--- src/rtl/proto245a_burst_if.sv ---
// proto245a_burst_if
//   Bundles the FT245 async-FIFO pins and the two on-chip streams that
//   proto245a_burst connects to.
//   master modport : the protocol core (drives strobes, ft_dout, rx stream, tx_ready)
//   slave  modport : the FT chip and the stream users (drive flags, ft_din, tx stream)
//   Signals:
//     ft_rxfn/ft_txen        FT RXF#/TXE# flags (active low)
//     ft_din/ft_dout/ft_doe  data bus input, output and output enable
//     ft_rdn/ft_wrn/ft_siwun FT RD#/WR#/SIWU# strobes (active low)
//     rx_data/rx_valid/rx_ready  received word stream
//     tx_data/tx_valid/tx_ready  transmit word stream
//     tx_flush               one-cycle send-immediate request
interface proto245a_burst_if #(
  parameter int DATA_W = 8
);
  logic              ft_rxfn;
  logic              ft_txen;
  logic [DATA_W-1:0] ft_din;
  logic [DATA_W-1:0] ft_dout;
  logic              ft_doe;
  logic              ft_rdn;
  logic              ft_wrn;
  logic              ft_siwun;
  logic [DATA_W-1:0] rx_data;
  logic              rx_valid;
  logic              rx_ready;
  logic [DATA_W-1:0] tx_data;
  logic              tx_valid;
  logic              tx_ready;
  logic              tx_flush;

  modport master (
    input  ft_rxfn, ft_txen, ft_din, rx_ready, tx_data, tx_valid, tx_flush,
    output ft_dout, ft_doe, ft_rdn, ft_wrn, ft_siwun, rx_data, rx_valid, tx_ready
  );

  modport slave (
    output ft_rxfn, ft_txen, ft_din, rx_ready, tx_data, tx_valid, tx_flush,
    input  ft_dout, ft_doe, ft_rdn, ft_wrn, ft_siwun, rx_data, rx_valid, tx_ready
  );
endinterface

--- src/rtl/proto245a_burst.sv ---
// proto245a_burst
//   FT245-style asynchronous FIFO protocol master. Moves single words between
//   the FT chip and the rx/tx valid/ready streams, with fair RX/TX burst
//   arbitration, SIWU# send-immediate flushes and an explicit data output
//   enable. No internal buffering.
//   Ports:
//     ft_clk  single clock
//     ft_rst  synchronous active-high reset
//     bus     proto245a_burst_if.master (FT pins + rx/tx streams + tx_flush)
module proto245a_burst #(
  parameter int DATA_W           = 8,
  parameter int READ_TICKS       = 4,
  parameter int WRITE_TICKS      = 4,
  parameter int SIWU_TICKS       = 4,
  parameter int TURNAROUND_TICKS = 8,
  parameter int BURST_LEN        = 16,
  parameter int SYNC_STAGES      = 2
) (
  input logic               ft_clk,
  input logic               ft_rst,
  proto245a_burst_if.master bus
);

  function automatic int max2(input int a, input int b);
    return (a > b) ? a : b;
  endfunction

  localparam int MAX_TICKS = max2(max2(READ_TICKS, WRITE_TICKS),
                                  max2(SIWU_TICKS, TURNAROUND_TICKS));
  localparam int TICK_W = $clog2(MAX_TICKS + 1);
  localparam int BCNT_W = $clog2(BURST_LEN + 1);

  // Down-counters are loaded with N-1 so a state lasts exactly N cycles.
  localparam logic [TICK_W-1:0] READ_LOAD  = TICK_W'(READ_TICKS - 1);
  localparam logic [TICK_W-1:0] WRITE_LOAD = TICK_W'(WRITE_TICKS - 1);
  localparam logic [TICK_W-1:0] SIWU_LOAD  = TICK_W'(SIWU_TICKS - 1);
  localparam logic [TICK_W-1:0] TA_LOAD    = TICK_W'(TURNAROUND_TICKS - 1);
  localparam logic [TICK_W-1:0] TICK_ONE   = TICK_W'(1);
  localparam logic [BCNT_W-1:0] BURST_MAX  = BCNT_W'(BURST_LEN);
  localparam logic [BCNT_W-1:0] BCNT_ONE   = BCNT_W'(1);

  localparam logic [2:0] ST_IDLE     = 3'd0;
  localparam logic [2:0] ST_RX       = 3'd1;
  localparam logic [2:0] ST_TX_SETUP = 3'd2;
  localparam logic [2:0] ST_TX       = 3'd3;
  localparam logic [2:0] ST_SIWU     = 3'd4;
  localparam logic [2:0] ST_TA       = 3'd5;

  localparam logic DIR_RX = 1'b0;
  localparam logic DIR_TX = 1'b1;

  logic [2:0]             state_q, state_d;
  logic [TICK_W-1:0]      tick_q, tick_d;
  logic [SYNC_STAGES-1:0] rxfn_sync_q, rxfn_sync_d;
  logic [SYNC_STAGES-1:0] txen_sync_q, txen_sync_d;
  logic [DATA_W-1:0]      din_q, din_d;
  logic [DATA_W-1:0]      dout_q, dout_d;
  logic                   doe_q, doe_d;
  logic                   rdn_q, rdn_d;
  logic                   wrn_q, wrn_d;
  logic                   siwun_q, siwun_d;
  logic [DATA_W-1:0]      rx_data_q, rx_data_d;
  logic                   rx_valid_q, rx_valid_d;
  logic                   flush_pending_q, flush_pending_d;
  logic [BCNT_W-1:0]      burst_cnt_q, burst_cnt_d;
  logic                   last_dir_q, last_dir_d;

  logic ft_not_empty, ft_not_full;
  logic rx_req, tx_req, fl_req;
  logic sel_valid, sel_dir;
  logic in_idle, start_rx, start_tx;

  // Flag synchronisers: stage 0 samples the pin, each later stage the previous one.
  for (genvar gi = 0; gi < SYNC_STAGES; gi++) begin : g_sync
    if (gi == 0) begin : g_first
      assign rxfn_sync_d[gi] = bus.ft_rxfn;
      assign txen_sync_d[gi] = bus.ft_txen;
    end else begin : g_rest
      assign rxfn_sync_d[gi] = rxfn_sync_q[gi-1];
      assign txen_sync_d[gi] = txen_sync_q[gi-1];
    end
  end

  assign ft_not_empty = !rxfn_sync_q[SYNC_STAGES-1];
  assign ft_not_full  = !txen_sync_q[SYNC_STAGES-1];

  assign rx_req = ft_not_empty && !rx_valid_q;
  assign tx_req = ft_not_full && bus.tx_valid;
  assign fl_req = flush_pending_q;

  // Direction choice; only acted on in IDLE and only when no flush is pending.
  // With both sides requesting, stay on last_dir until BURST_LEN transactions
  // have gone that way, then hand over to the other side.
  always_comb begin
    sel_valid = 1'b0;
    sel_dir   = DIR_RX;
    if (rx_req && tx_req) begin
      sel_valid = 1'b1;
      sel_dir   = (burst_cnt_q < BURST_MAX) ? last_dir_q : ~last_dir_q;
    end else if (rx_req) begin
      sel_valid = 1'b1;
      sel_dir   = DIR_RX;
    end else if (tx_req) begin
      sel_valid = 1'b1;
      sel_dir   = DIR_TX;
    end
  end

  assign in_idle  = (state_q == ST_IDLE);
  assign start_rx = in_idle && !fl_req && sel_valid && (sel_dir == DIR_RX);
  assign start_tx = in_idle && !fl_req && sel_valid && (sel_dir == DIR_TX);

  // The tx word is taken on the same edge that moves IDLE -> TX_SETUP.
  assign bus.tx_ready = start_tx && !ft_rst;

  always_comb begin
    state_d         = state_q;
    tick_d          = tick_q;
    din_d           = bus.ft_din;
    dout_d          = dout_q;
    doe_d           = doe_q;
    rdn_d           = rdn_q;
    wrn_d           = wrn_q;
    siwun_d         = siwun_q;
    rx_data_d       = rx_data_q;
    rx_valid_d      = rx_valid_q;
    flush_pending_d = flush_pending_q;
    burst_cnt_d     = burst_cnt_q;
    last_dir_d      = last_dir_q;

    if (rx_valid_q && bus.rx_ready) begin
      rx_valid_d = 1'b0;
    end

    // Burst accounting for a newly started data transaction (SIWU leaves it alone).
    if (start_rx || start_tx) begin
      if (sel_dir == last_dir_q) begin
        if (burst_cnt_q < BURST_MAX) begin
          burst_cnt_d = burst_cnt_q + BCNT_ONE;
        end
      end else begin
        burst_cnt_d = BCNT_ONE;
        last_dir_d  = sel_dir;
      end
    end

    case (state_q)
      ST_IDLE: begin
        if (fl_req) begin
          state_d         = ST_SIWU;
          siwun_d         = 1'b0;
          tick_d          = SIWU_LOAD;
          flush_pending_d = 1'b0;
        end else if (start_rx) begin
          state_d = ST_RX;
          rdn_d   = 1'b0;
          tick_d  = READ_LOAD;
        end else if (start_tx) begin
          state_d = ST_TX_SETUP;
          dout_d  = bus.tx_data;
          doe_d   = 1'b1;
        end
      end
      ST_RX: begin
        if (tick_q == '0) begin
          rx_data_d  = din_q;
          rx_valid_d = 1'b1;
          rdn_d      = 1'b1;
          state_d    = ST_TA;
          tick_d     = TA_LOAD;
        end else begin
          tick_d = tick_q - TICK_ONE;
        end
      end
      ST_TX_SETUP: begin
        state_d = ST_TX;
        wrn_d   = 1'b0;
        tick_d  = WRITE_LOAD;
      end
      ST_TX: begin
        if (tick_q == '0) begin
          wrn_d   = 1'b1;
          state_d = ST_TA;
          tick_d  = TA_LOAD;
        end else begin
          tick_d = tick_q - TICK_ONE;
        end
      end
      ST_SIWU: begin
        if (tick_q == '0) begin
          siwun_d = 1'b1;
          state_d = ST_TA;
          tick_d  = TA_LOAD;
        end else begin
          tick_d = tick_q - TICK_ONE;
        end
      end
      ST_TA: begin
        // Entering TA from TX leaves doe at 1, so data is held one extra cycle.
        doe_d = 1'b0;
        if (tick_q == '0) begin
          state_d = ST_IDLE;
        end else begin
          tick_d = tick_q - TICK_ONE;
        end
      end
      default: begin
        state_d = ST_IDLE;
        rdn_d   = 1'b1;
        wrn_d   = 1'b1;
        siwun_d = 1'b1;
        doe_d   = 1'b0;
      end
    endcase

    // A new request always wins, even on the cycle the flag is cleared.
    if (bus.tx_flush) begin
      flush_pending_d = 1'b1;
    end
  end

  always_ff @(posedge ft_clk) begin
    if (ft_rst) begin
      state_q         <= ST_IDLE;
      tick_q          <= '0;
      rxfn_sync_q     <= '1;
      txen_sync_q     <= '1;
      din_q           <= '0;
      dout_q          <= '0;
      doe_q           <= 1'b0;
      rdn_q           <= 1'b1;
      wrn_q           <= 1'b1;
      siwun_q         <= 1'b1;
      rx_data_q       <= '0;
      rx_valid_q      <= 1'b0;
      flush_pending_q <= 1'b0;
      burst_cnt_q     <= '0;
      last_dir_q      <= DIR_RX;
    end else begin
      state_q         <= state_d;
      tick_q          <= tick_d;
      rxfn_sync_q     <= rxfn_sync_d;
      txen_sync_q     <= txen_sync_d;
      din_q           <= din_d;
      dout_q          <= dout_d;
      doe_q           <= doe_d;
      rdn_q           <= rdn_d;
      wrn_q           <= wrn_d;
      siwun_q         <= siwun_d;
      rx_data_q       <= rx_data_d;
      rx_valid_q      <= rx_valid_d;
      flush_pending_q <= flush_pending_d;
      burst_cnt_q     <= burst_cnt_d;
      last_dir_q      <= last_dir_d;
    end
  end

  assign bus.ft_dout  = dout_q;
  assign bus.ft_doe   = doe_q;
  assign bus.ft_rdn   = rdn_q;
  assign bus.ft_wrn   = wrn_q;
  assign bus.ft_siwun = siwun_q;
  assign bus.rx_data  = rx_data_q;
  assign bus.rx_valid = rx_valid_q;

endmodule

--- src/flat_wrapper.sv ---
// flat-port wrapper written by rule: the top's interface ports become plain ports
module proto245a_burst_flat 
#(
  parameter int DATA_W           = 8,
  parameter int READ_TICKS       = 4,
  parameter int WRITE_TICKS      = 4,
  parameter int SIWU_TICKS       = 4,
  parameter int TURNAROUND_TICKS = 8,
  parameter int BURST_LEN        = 16,
  parameter int SYNC_STAGES      = 2
)
  (ft_clk, ft_rst, bus_ft_rxfn, bus_ft_txen, bus_ft_din, bus_rx_ready, bus_tx_data, bus_tx_valid, bus_tx_flush, bus_ft_dout, bus_ft_doe, bus_ft_rdn, bus_ft_wrn, bus_ft_siwun, bus_rx_data, bus_rx_valid, bus_tx_ready);
  proto245a_burst_if #(.DATA_W(DATA_W)) bus_i ();
  input logic ft_clk;
  input logic ft_rst;
  input wire logic [$bits(bus_i.ft_rxfn)-1:0] bus_ft_rxfn;
  input wire logic [$bits(bus_i.ft_txen)-1:0] bus_ft_txen;
  input wire logic [$bits(bus_i.ft_din)-1:0] bus_ft_din;
  input wire logic [$bits(bus_i.rx_ready)-1:0] bus_rx_ready;
  input wire logic [$bits(bus_i.tx_data)-1:0] bus_tx_data;
  input wire logic [$bits(bus_i.tx_valid)-1:0] bus_tx_valid;
  input wire logic [$bits(bus_i.tx_flush)-1:0] bus_tx_flush;
  output wire logic [$bits(bus_i.ft_dout)-1:0] bus_ft_dout;
  output wire logic [$bits(bus_i.ft_doe)-1:0] bus_ft_doe;
  output wire logic [$bits(bus_i.ft_rdn)-1:0] bus_ft_rdn;
  output wire logic [$bits(bus_i.ft_wrn)-1:0] bus_ft_wrn;
  output wire logic [$bits(bus_i.ft_siwun)-1:0] bus_ft_siwun;
  output wire logic [$bits(bus_i.rx_data)-1:0] bus_rx_data;
  output wire logic [$bits(bus_i.rx_valid)-1:0] bus_rx_valid;
  output wire logic [$bits(bus_i.tx_ready)-1:0] bus_tx_ready;
  assign bus_i.ft_rxfn = bus_ft_rxfn;
  assign bus_i.ft_txen = bus_ft_txen;
  assign bus_i.ft_din = bus_ft_din;
  assign bus_i.rx_ready = bus_rx_ready;
  assign bus_i.tx_data = bus_tx_data;
  assign bus_i.tx_valid = bus_tx_valid;
  assign bus_i.tx_flush = bus_tx_flush;
  assign bus_ft_dout = bus_i.ft_dout;
  assign bus_ft_doe = bus_i.ft_doe;
  assign bus_ft_rdn = bus_i.ft_rdn;
  assign bus_ft_wrn = bus_i.ft_wrn;
  assign bus_ft_siwun = bus_i.ft_siwun;
  assign bus_rx_data = bus_i.rx_data;
  assign bus_rx_valid = bus_i.rx_valid;
  assign bus_tx_ready = bus_i.tx_ready;
  proto245a_burst #(.DATA_W(DATA_W), .READ_TICKS(READ_TICKS), .WRITE_TICKS(WRITE_TICKS), .SIWU_TICKS(SIWU_TICKS), .TURNAROUND_TICKS(TURNAROUND_TICKS), .BURST_LEN(BURST_LEN), .SYNC_STAGES(SYNC_STAGES)) u_core (.ft_clk(ft_clk), .ft_rst(ft_rst), .bus(bus_i));
endmodule
--- config.mk ---
export PLATFORM = sky130hd
export DESIGN_NAME = proto245a_burst_flat
export DESIGN_NICKNAME = d
export VERILOG_FILES = /design/src/rtl/proto245a_burst_if.sv /design/src/rtl/proto245a_burst.sv /design/src/flat_wrapper.sv
export SDC_FILE = /design/constraint.sdc
export NUM_CORES = 1
export LEC_CHECK = 0
export ABC_AREA = 1
export CAP_MARGIN = 40
export CORE_ASPECT_RATIO = 0.9
export CORE_UTILIZATION = 42
export DETAILED_ROUTE_END_ITERATION = 6
export GPL_ROUTABILITY_DRIVEN = 0
export HOLD_SLACK_MARGIN = 0.1
export PLACE_DENSITY = 0.68
export RECOVER_POWER = 50
export SLEW_MARGIN = 40
export SYNTH_ARGS = -nofsm -noshare
export SYNTH_HDL_FRONTEND = slang
export SYNTH_SLANG_ARGS = --single-unit
--- constraint.sdc ---
create_clock -name ft_clk -period 1.9 [get_ports ft_clk]
set_clock_uncertainty 0.2 [all_clocks]
set_input_delay 0.19 -clock ft_clk [delete_from_list [all_inputs] [get_ports ft_clk]]
set_output_delay 0.19 -clock ft_clk [all_outputs]
set_load 0.005 [all_outputs]
Yosys cells after proc, flatten, opt, wreduce, memory -nomap -nowiden
Cells that the tools add are included.

word-level totals
  register bits after elaboration = 47
  bits of input ports = 23
  output and inout port bits = 22

operators by class
  add/sub/neg operators = 2
  $lt $le $gt $ge = 1
  equality and inequality tests = 20
  mux-type cells = 35
  bitwise gates (word level) = 9
  reduce and logical (&&, ||, !) cells = 34

operator list
  kind                                                   count
  two-way mux 1 bit                                      18
  two-way mux 4 bit                                      4
  one-hot mux 4 bit (4 select lines)                     1
  OR reduction 4 bit                                     4
  two-way mux 3 bit                                      5
  inequality test 2 x 1 -> 1 bit, second input constant  6
  inequality test 2 bit, second input constant           6
  one-hot mux 3 bit (4 select lines)                     1
  AND reduction 4 bit                                    3
  two-way mux 5 bit                                      2
  logical AND 1 bit                                      9
  inverter 1 bit                                         9
  one-hot mux 1 bit (3 select lines)                     3
  AND reduction 3 bit                                    3
  AND reduction 2 bit                                    4
  equality test 3 x 2 -> 1 bit, second input constant    2
  equality test 3 bit, second input constant             2
  adder 5 x 1 -> 5 bit, second input constant            1
  logical NOT 1 bit                                      5
  less-than comparator 5 bit, second input constant      1
  logical NOT 4 bit                                      1
  inequality test 4 x 3 -> 1 bit, second input constant  1
  nonzero test 4 bit                                     1
  subtractor 4 x 1 -> 4 bit, second input constant       1
  other kinds (8)                                        8

Depth between registers and ports, before layout
Gate-level depths: netlist of the first run.

  depth after elaboration = 11
  mapped depth = 11
  depth with buffers taken out = 11

Worst setup path before layout of the first run
No wires, ideal clock.

  path type = register to register
  from = register u_core.tick_q[0]
  to = register u_core.tick_q[3]
  arrival = 1331 ps
  data required time = 1586 ps
  setup slack = 255 ps
  stages on the path, launching flop included = 9
  path buffers = 0
  cells stage by stage = dfxtp_1 > inv_1 > ha_1 > nand3_1 > inv_1 > a21oi_4 > nand2_4 > a21oi_1 > nor2_1

between the ends
  longest elaborated chain between the ends = 3
  elaborated cells on any way between the ends = 7
  classes of those cells = add/sub (1); eq/ne (1); mux (3); reduce/logical (2)

ends and longest elaborated chain
  what                                                                       line                    RTL
  from (decl)                                                                proto245a_burst.sv:53   logic [TICK_W-1:0] tick_q, tick_d;
  from (signal assigned)                                                     proto245a_burst.sv:241  tick_q <= tick_d;
  subtractor 4 x 1 -> 4 bit or logical NOT 4 bit (tied branches)             n/a
  two-way mux 4 bit (tied with other cells)                                  proto245a_burst.sv:201  if (tick_q == '0) begin
  one-hot mux 4 bit (4 select lines) or AND reduction 3 bit (tied branches)  n/a

Several ways; a longest one is shown, not always the timed one. The select of a mux whose other input is x is not followed.
A chain may end at the register's enable or synchronous reset.

Worst setup path in the final report of the first run
  from = register u_core.state_q[0]
  to = output port bus_tx_ready

between the ends
  longest elaborated chain between the ends = 5

ends and longest elaborated chain
  what                            line                    RTL
  from (decl)                     proto245a_burst.sv:52   logic [2:0] state_q, state_d;
  from (signal assigned)          proto245a_burst.sv:240  state_q <= state_d;
  logical NOT 3 bit               proto245a_burst.sv:109  assign in_idle = (state_q == ST_IDLE);
  logical AND 1 bit (3 in a row)  proto245a_burst.sv:111  assign start_tx = in_idle && !fl_req && sel_valid && (sel_dir == DIR_TX);
  logical AND 1 bit               proto245a_burst.sv:114  assign bus.tx_ready = start_tx && !ft_rst;
  to (decl)                       flat_wrapper.sv:30      output wire logic [$bits(bus_i.tx_ready)-1:0] bus_tx_ready;

No other way between the ends.

==> flow_summary.yaml, run 1 <==
status:
  status: "complete, no violations"
cts:
  cts_tree: "built"
  cts_root_buf: "clkbuf_8"
  clk_latency_ps: 300
  numCtsBuffers: 5
  cts_max_level: 2
  clockBufferDepth: 2
  cts.hold.buffers_added: 0
  clk_pin_slew_ps: 90
  cts.sinks: 47
final_layout:
  post-route-cell-area_sq_um: 2700
  layout.nets: 346
  seq_area_sq_um: 942
  instances_no_fill: 383
  synthToLayoutAreaGrowth_pct: 33.8
  fillerInstances: 438
  n_antenna_cell: 0
  multi_input_area_sq_um: 902
  final_layout_size_suffix_gt1_share_pct: 13.1
route:
  vias_per_cell: 4.75
  wire_per_inst_um: 10.9
  vias: 1818
  wirelength_um: 4180
  remaining_drc_errors: 0
  drt-initial-drc-count: 89
  dr.pass1.iters: 4
  ant_nets: 0
pwr:
  intPower_w: 0.00213
  clkPwrFrac_pct: 23.3
  p_leak_nw: 1.22
  pwr-share-seq_pct: 37.4
  sw_frac_of_total_pct: 35.9
  comb_power_share_pct: 39.3
  p_sw_w: 0.00119
  vdd_ir_drop_max_uv: 482
  powerDensity_nw_per_um2: 1230
floorplanning:
  die_x_um: 75.1
  ioPinCount: 45
  core_sq_um: 4550
  die_area_sq_um: 5090
  start_util_pct: 44.4
  die_h_um: 67.8
  rows: 23
grt:
  grt_max_degree: 18
  grt_pass1_wl_um: 7390
  overflow: 0
  first_global_vias: 1747
  track_usage_pct: 19.5
  antenna_found_initial: 0
sta:
  holdWs_ps: 197
  max_slew_margin_pct: 61.5
  setup_viol: 0
  worstMarginPinSlew_ps: 578
  layout_setup_ws_ps: 98.1
  slew_viol_final: 0
  fin_crit_ps: 1800
  final-hold-violation-count: 0
  fmax_mhz: 555
  rsz0062_at_grt: "no"
  finalCritPeriodShare_pct: 94.8
setup_path:
  critPathRequiredTime_ps: 1510
  cp-end-kind: "primary output"
  crit_type: "flop to primary output"
  start_kind: "flop"
  cp_max_fo: 5
  cp.arrival_ps: 1410
yosys:
  synth_area_sq_um: 2020
  avgSynthCellArea_sq_um: 7.64
  yosysUniqueCellTypes: 30
  yosysWarnings: 0
  synth.net_count: 290
  synth-seq-cells: 47
  yosysSeqAreaShare_pct: 46.6
  netlist_instances: 264
placed_design:
  hpwlAfterDp_um: 3120
  place_area_sq_um: 2580
  port_buffers: 44
  dp.cells: 374
  pre_cts_slack_ps: -22.3
min_path:
  worstHoldPathType: "input pin to flop"
flow_run:
  maxCapViolations: 0
-- layout make-up --
class / instances / share of cell area, %
clock buffers: 6 / 3.06
clock inverters: 2 / 1.44
inverters: 40 / 5.65
multi-input cells: 172 / 33.4
flip-flops and latches: 47 / 34.9
well taps: 62 / 2.87
repair buffers: 54 / 18.7
-- critical path: stages (launching register included) --
cell	delay [ps]
dfxtp_1	340
nor2_4	150
nand3_4	120
inv_4	100
nand3_2	60
nor2_1	80
dlygate4sd2_1	250
-- stage by stage --
step | util, % | power [W] | TNS (ps)
after global routing | 59.4 | 0.00359 | 0
after CTS | 59.5 | 0.00337 | 0
after floorplan | - | 0.00215 | 0
after global placement | 56.8 | 0.00256 | -9.39
final | 59.4 | 0.00332 | 0
after detailed placement | 56.8 | 0.00257 | -22.3
-- power by group through the flow --
stage               Combinational [W]  Clock [W]  Sequential, W
floorplan                    0.000874          0        0.00127
global placement              0.00130          0        0.00126
detailed placement            0.00131          0        0.00126
CTS                           0.00133   0.000792        0.00124
global route                  0.00149   0.000838        0.00126
finish                        0.00130   0.000773        0.00124
-- path summary, 6_finish.rpt --
path                                                        from                               end  slack (ps)  cells past startpoint
worst max-delay path              u_core.state_q[0]$_SDFFE_PP0P_                      bus_tx_ready         100                      6
worst min-delay path                               bus_ft_din[4]        u_core.din_q[4]$_SDFF_PP0_         200                      3
worst max register to register     u_core.tick_q[0]$_SDFFE_PP0P_     u_core.tick_q[3]$_SDFFE_PP0P_         180                      8
worst min register to register  u_core.txen_sync_q[0]$_SDFF_PP1_  u_core.txen_sync_q[1]$_SDFF_PP1_         210                      1
-- cell usage after synthesis --
library cell / instances / area (sq um)
a21oi_1: 23 / 115
a21oi_4: 1 / 16.3
a22oi_1: 1 / 7.51
a31oi_1: 1 / 6.26
and3_1: 1 / 6.26
buf_2: 3 / 15.0
clkbuf_1: 2 / 7.51
clkinv_1: 2 / 7.51
dfxtp_1: 47 / 941
ha_1: 3 / 37.5
inv_1: 31 / 116
inv_2: 7 / 26.3
nand2_1: 37 / 139
nand2_2: 5 / 31.3
nand2_4: 2 / 22.5
nand3_1: 18 / 90.1
nand3_2: 1 / 10.0
nand3_4: 2 / 35.0
nand3b_1: 2 / 15.0
nand4_1: 1 / 6.26
nor2_1: 36 / 135
nor2_2: 1 / 6.26
nor2_4: 3 / 33.8
o211ai_1: 1 / 7.51
o21ai_0: 21 / 105
o21ai_1: 4 / 20.0
o21bai_1: 1 / 7.51
or2_2: 4 / 25.0
xnor2_1: 1 / 8.76
xor2_1: 2 / 17.5
-- flip-flops by register name, summed over array words and instances (netlist names), 2 cells and up --
signal / flops
u_core.bus.ft_dout: 8
u_core.bus.rx_data: 8
u_core.din_q: 8
u_core.burst_cnt_q: 5
u_core.tick_q: 4
u_core.state_q: 3
u_core.rxfn_sync_q: 2
u_core.txen_sync_q: 2
-- per-layer routing --
layer / routed length (um) / GRT usage (%)
met1: 2060 / 23.8
met2: 1920 / 32.9
met3: 142 / 4.93
met4: 59 / 7.31
met5: 0 / 0
-- what timing repair did --
item,in CTS,in global routing
gates resized for setup,2,1
setup buffers,0,1
endpoints found under the setup margin,1,1
cloned,0,0
hold endpoints to repair,0,0
-- cell usage in the layout (no fill, tap or decap), drive strengths merged --
cell / instances
clkbuf: 9
xor2: 2
a21oi: 24
and3: 1
nand2: 44
dlygate4sd2: 1
ha: 3
o21ai: 25
inv: 39
buf: 7
clkinv: 2
a31oi: 1
o211ai: 1
dlygate4sd3: 19
a22oi: 1
nand4: 1
nand3b: 2
or2: 4
clkdlybuf4s50: 24
o21bai: 1
nor2: 40
dfxtp: 47
nand3: 21
xnor2: 1
bufinv: 1
-- kinds of logic after synthesis --
logic type               Yosys count  synth area share [%]
XOR/XNOR                           3                  1.30
AO/OA/AOI/OAI                     53                  14.1
flip-flops                        47                  46.6
adder cells (fa/ha/maj)            3                  1.86
AND/OR/NAND/NOR                  113                  27.5
buffers and inverters             45                  8.56
Power figures use the tool's default switching activity.
==> inputs of run 2 (changes only) <==
- clock period: 1.9 -> 1.7 ns (I/O delays scaled with it)
==> flow_summary.yaml, run 2 (synthesized netlist as in run 1, its figures left out) <==
cts:
  clockBufferDepth: 2
  cts_max_level: 2
  clk_pin_slew_ps: 90
  cts.hold.buffers_added: 0
  numCtsBuffers: 5
  clk_latency_ps: 300
  cts_tree: "built"
  cts.sinks: 47
  cts_root_buf: "clkbuf_8"
flow_run:
  maxCapViolations: 0
setup_path:
  path_cells: "buf_4 > clkdlybuf4s50_1"
  cpPeakStageDelay_ps: 490
  cp-end-kind: "primary output"
  rrSetupSlack_ps: 110
  critPathRequiredTime_ps: 1330
  cp.arrival_ps: 1250
  cp_max_fo: 3
  start_kind: "flop"
  crit_type: "flop to primary output"
  critPathSlowestCell: "clkdlybuf4s50_1"
placed_design:
  hpwlAfterDp_um: 3140
  port_buffers: 44
route:
  vias: 1826
  remaining_drc_errors: 0
  wirelength_um: 4230
  dr.pass1.iters: 4
  drt-initial-drc-count: 53
  vias_per_cell: 4.62
  ant_nets: 0
  wire_per_inst_um: 10.7
floorplanning:
  core_sq_um: 4550
  die_h_um: 67.8
  start_util_pct: 44.4
  ioPinCount: 45
  rows: 23
  die_area_sq_um: 5090
  die_x_um: 75.1
grt:
  antenna_found_initial: 0
  grt_pass1_wl_um: 7000
  first_global_vias: 1635
  track_usage_pct: 18.7
  grt_max_degree: 20
  overflow: 0
pwr:
  clkPwrFrac_pct: 18.2
  intPower_w: 0.00244
  p_leak_nw: 1.22
  power_w: 0.00386
  vdd_ir_drop_max_uv: 664
  p_sw_w: 0.00141
  comb_power_share_pct: 45.7
  powerDensity_nw_per_um2: 1380
  pwr-share-seq_pct: 36.0
  sw_frac_of_total_pct: 36.6
final_layout:
  layout_common_cells: "dfxtp_1, clkdlybuf4s50_1, nand2_1, nor2_1, inv_1"
  layout.nets: 358
  synthToLayoutAreaGrowth_pct: 38.5
  utilization_pct: 61.5
  final_common_cell: "dfxtp_1"
  fillerInstances: 432
  final_layout_size_suffix_gt1_share_pct: 18.6
  n_antenna_cell: 0
sta:
  worstMarginPinSlew_ps: 471
  rsz0062_at_grt: "yes"
  finalCritPeriodShare_pct: 95.4
  fin_crit_ps: 1620
  slew_viol_final: 0
  max_slew_margin_pct: 68.6
  setup_viol: 0
  fmax_mhz: 616
  final-hold-violation-count: 0
status:
  status: "complete, no violations"
min_path:
  worstHoldPathType: "input pin to flop"
## run 2: cell count changes in the layout (fill, tap and decap cells not counted), sizes merged
| cell | before | now |
|---|---|---|
| clkdlybuf4s50 | 24 | 43 |
| dlygate4sd3 | 19 | 0 |
| buf | 7 | 20 |
| bufinv | 1 | 0 |
| clkinv | 2 | 3 |
| dlygate4sd2 | 1 | 0 |
## run 2: cell type report
cell class              count  area (sq um)  share of cell area, %
inverters                  40           150                   5.37
well taps                  62          77.6                   2.78
clock buffers               6          82.6                   2.95
repair buffers             66           591                   21.1
multi-input cells         172           937                   33.5
flip-flops and latches     47           943                   33.8
clock inverters             2          13.8                  0.492
## run 2: power groups by stage
stage               clock [W]  sequential, W  combinational (W)
detailed placement          0        0.00141            0.00162
CTS                  0.000727        0.00138            0.00166
global route         0.000791        0.00141            0.00195
global placement            0        0.00140            0.00161
finish               0.000703        0.00139            0.00176
floorplan                   0        0.00142           0.000977
## run 2: worst paths after layout
path	startpoint	end	cells past startpoint
setup / recovery	u_core.bus.rx_valid$_SDFF_PP0_	bus_rx_valid	2
hold / removal	bus_ft_din[1]	u_core.din_q[1]$_SDFF_PP0_	3
setup reg to reg	u_core.state_q[0]$_SDFFE_PP0P_	u_core.tick_q[3]$_SDFFE_PP0P_	9
hold reg to reg	u_core.txen_sync_q[0]$_SDFF_PP1_	u_core.txen_sync_q[1]$_SDFF_PP1_	1
## run 2: what timing repair did
item,in CTS,in global routing
pin swaps,1,4
endpoints found under the setup margin,1,8
buffers inserted,1,2
gates resized for setup,3,13
## run 2: worst max-delay path: cells and delay by family, from the launching register on
| family | cells | cell delay [ps] |
|---|---|---|
| flops | 1 | 350 |
| buf+inv | 2 | 610 |
## run 2: stage by stage
stage	TNS (ps)	setup WS [ps]	hold slack, ps	area [sq um]	std cells
floorplan	0	54.9	73.8	2020	264
global placement	-432	-169	190	2660	384
detailed placement	-511	-158	196	2660	384
CTS	0	0.200	170	2760	393
global route	-12.4	-12.4	170	2800	395
finish	0	77.6	174	2800	395
## run 2: layer usage
layer  track usage, %  part of all wire, %  wire [um]  vias to the layer above
li1                 -                    -          -                      975
met1             22.9                   49       2080                      802
met2             29.8                   45       1910                       45
met3             7.31                  4.4        187                        4
met4             6.84                  1.2         52                        0
met5                0                    0          0                        -
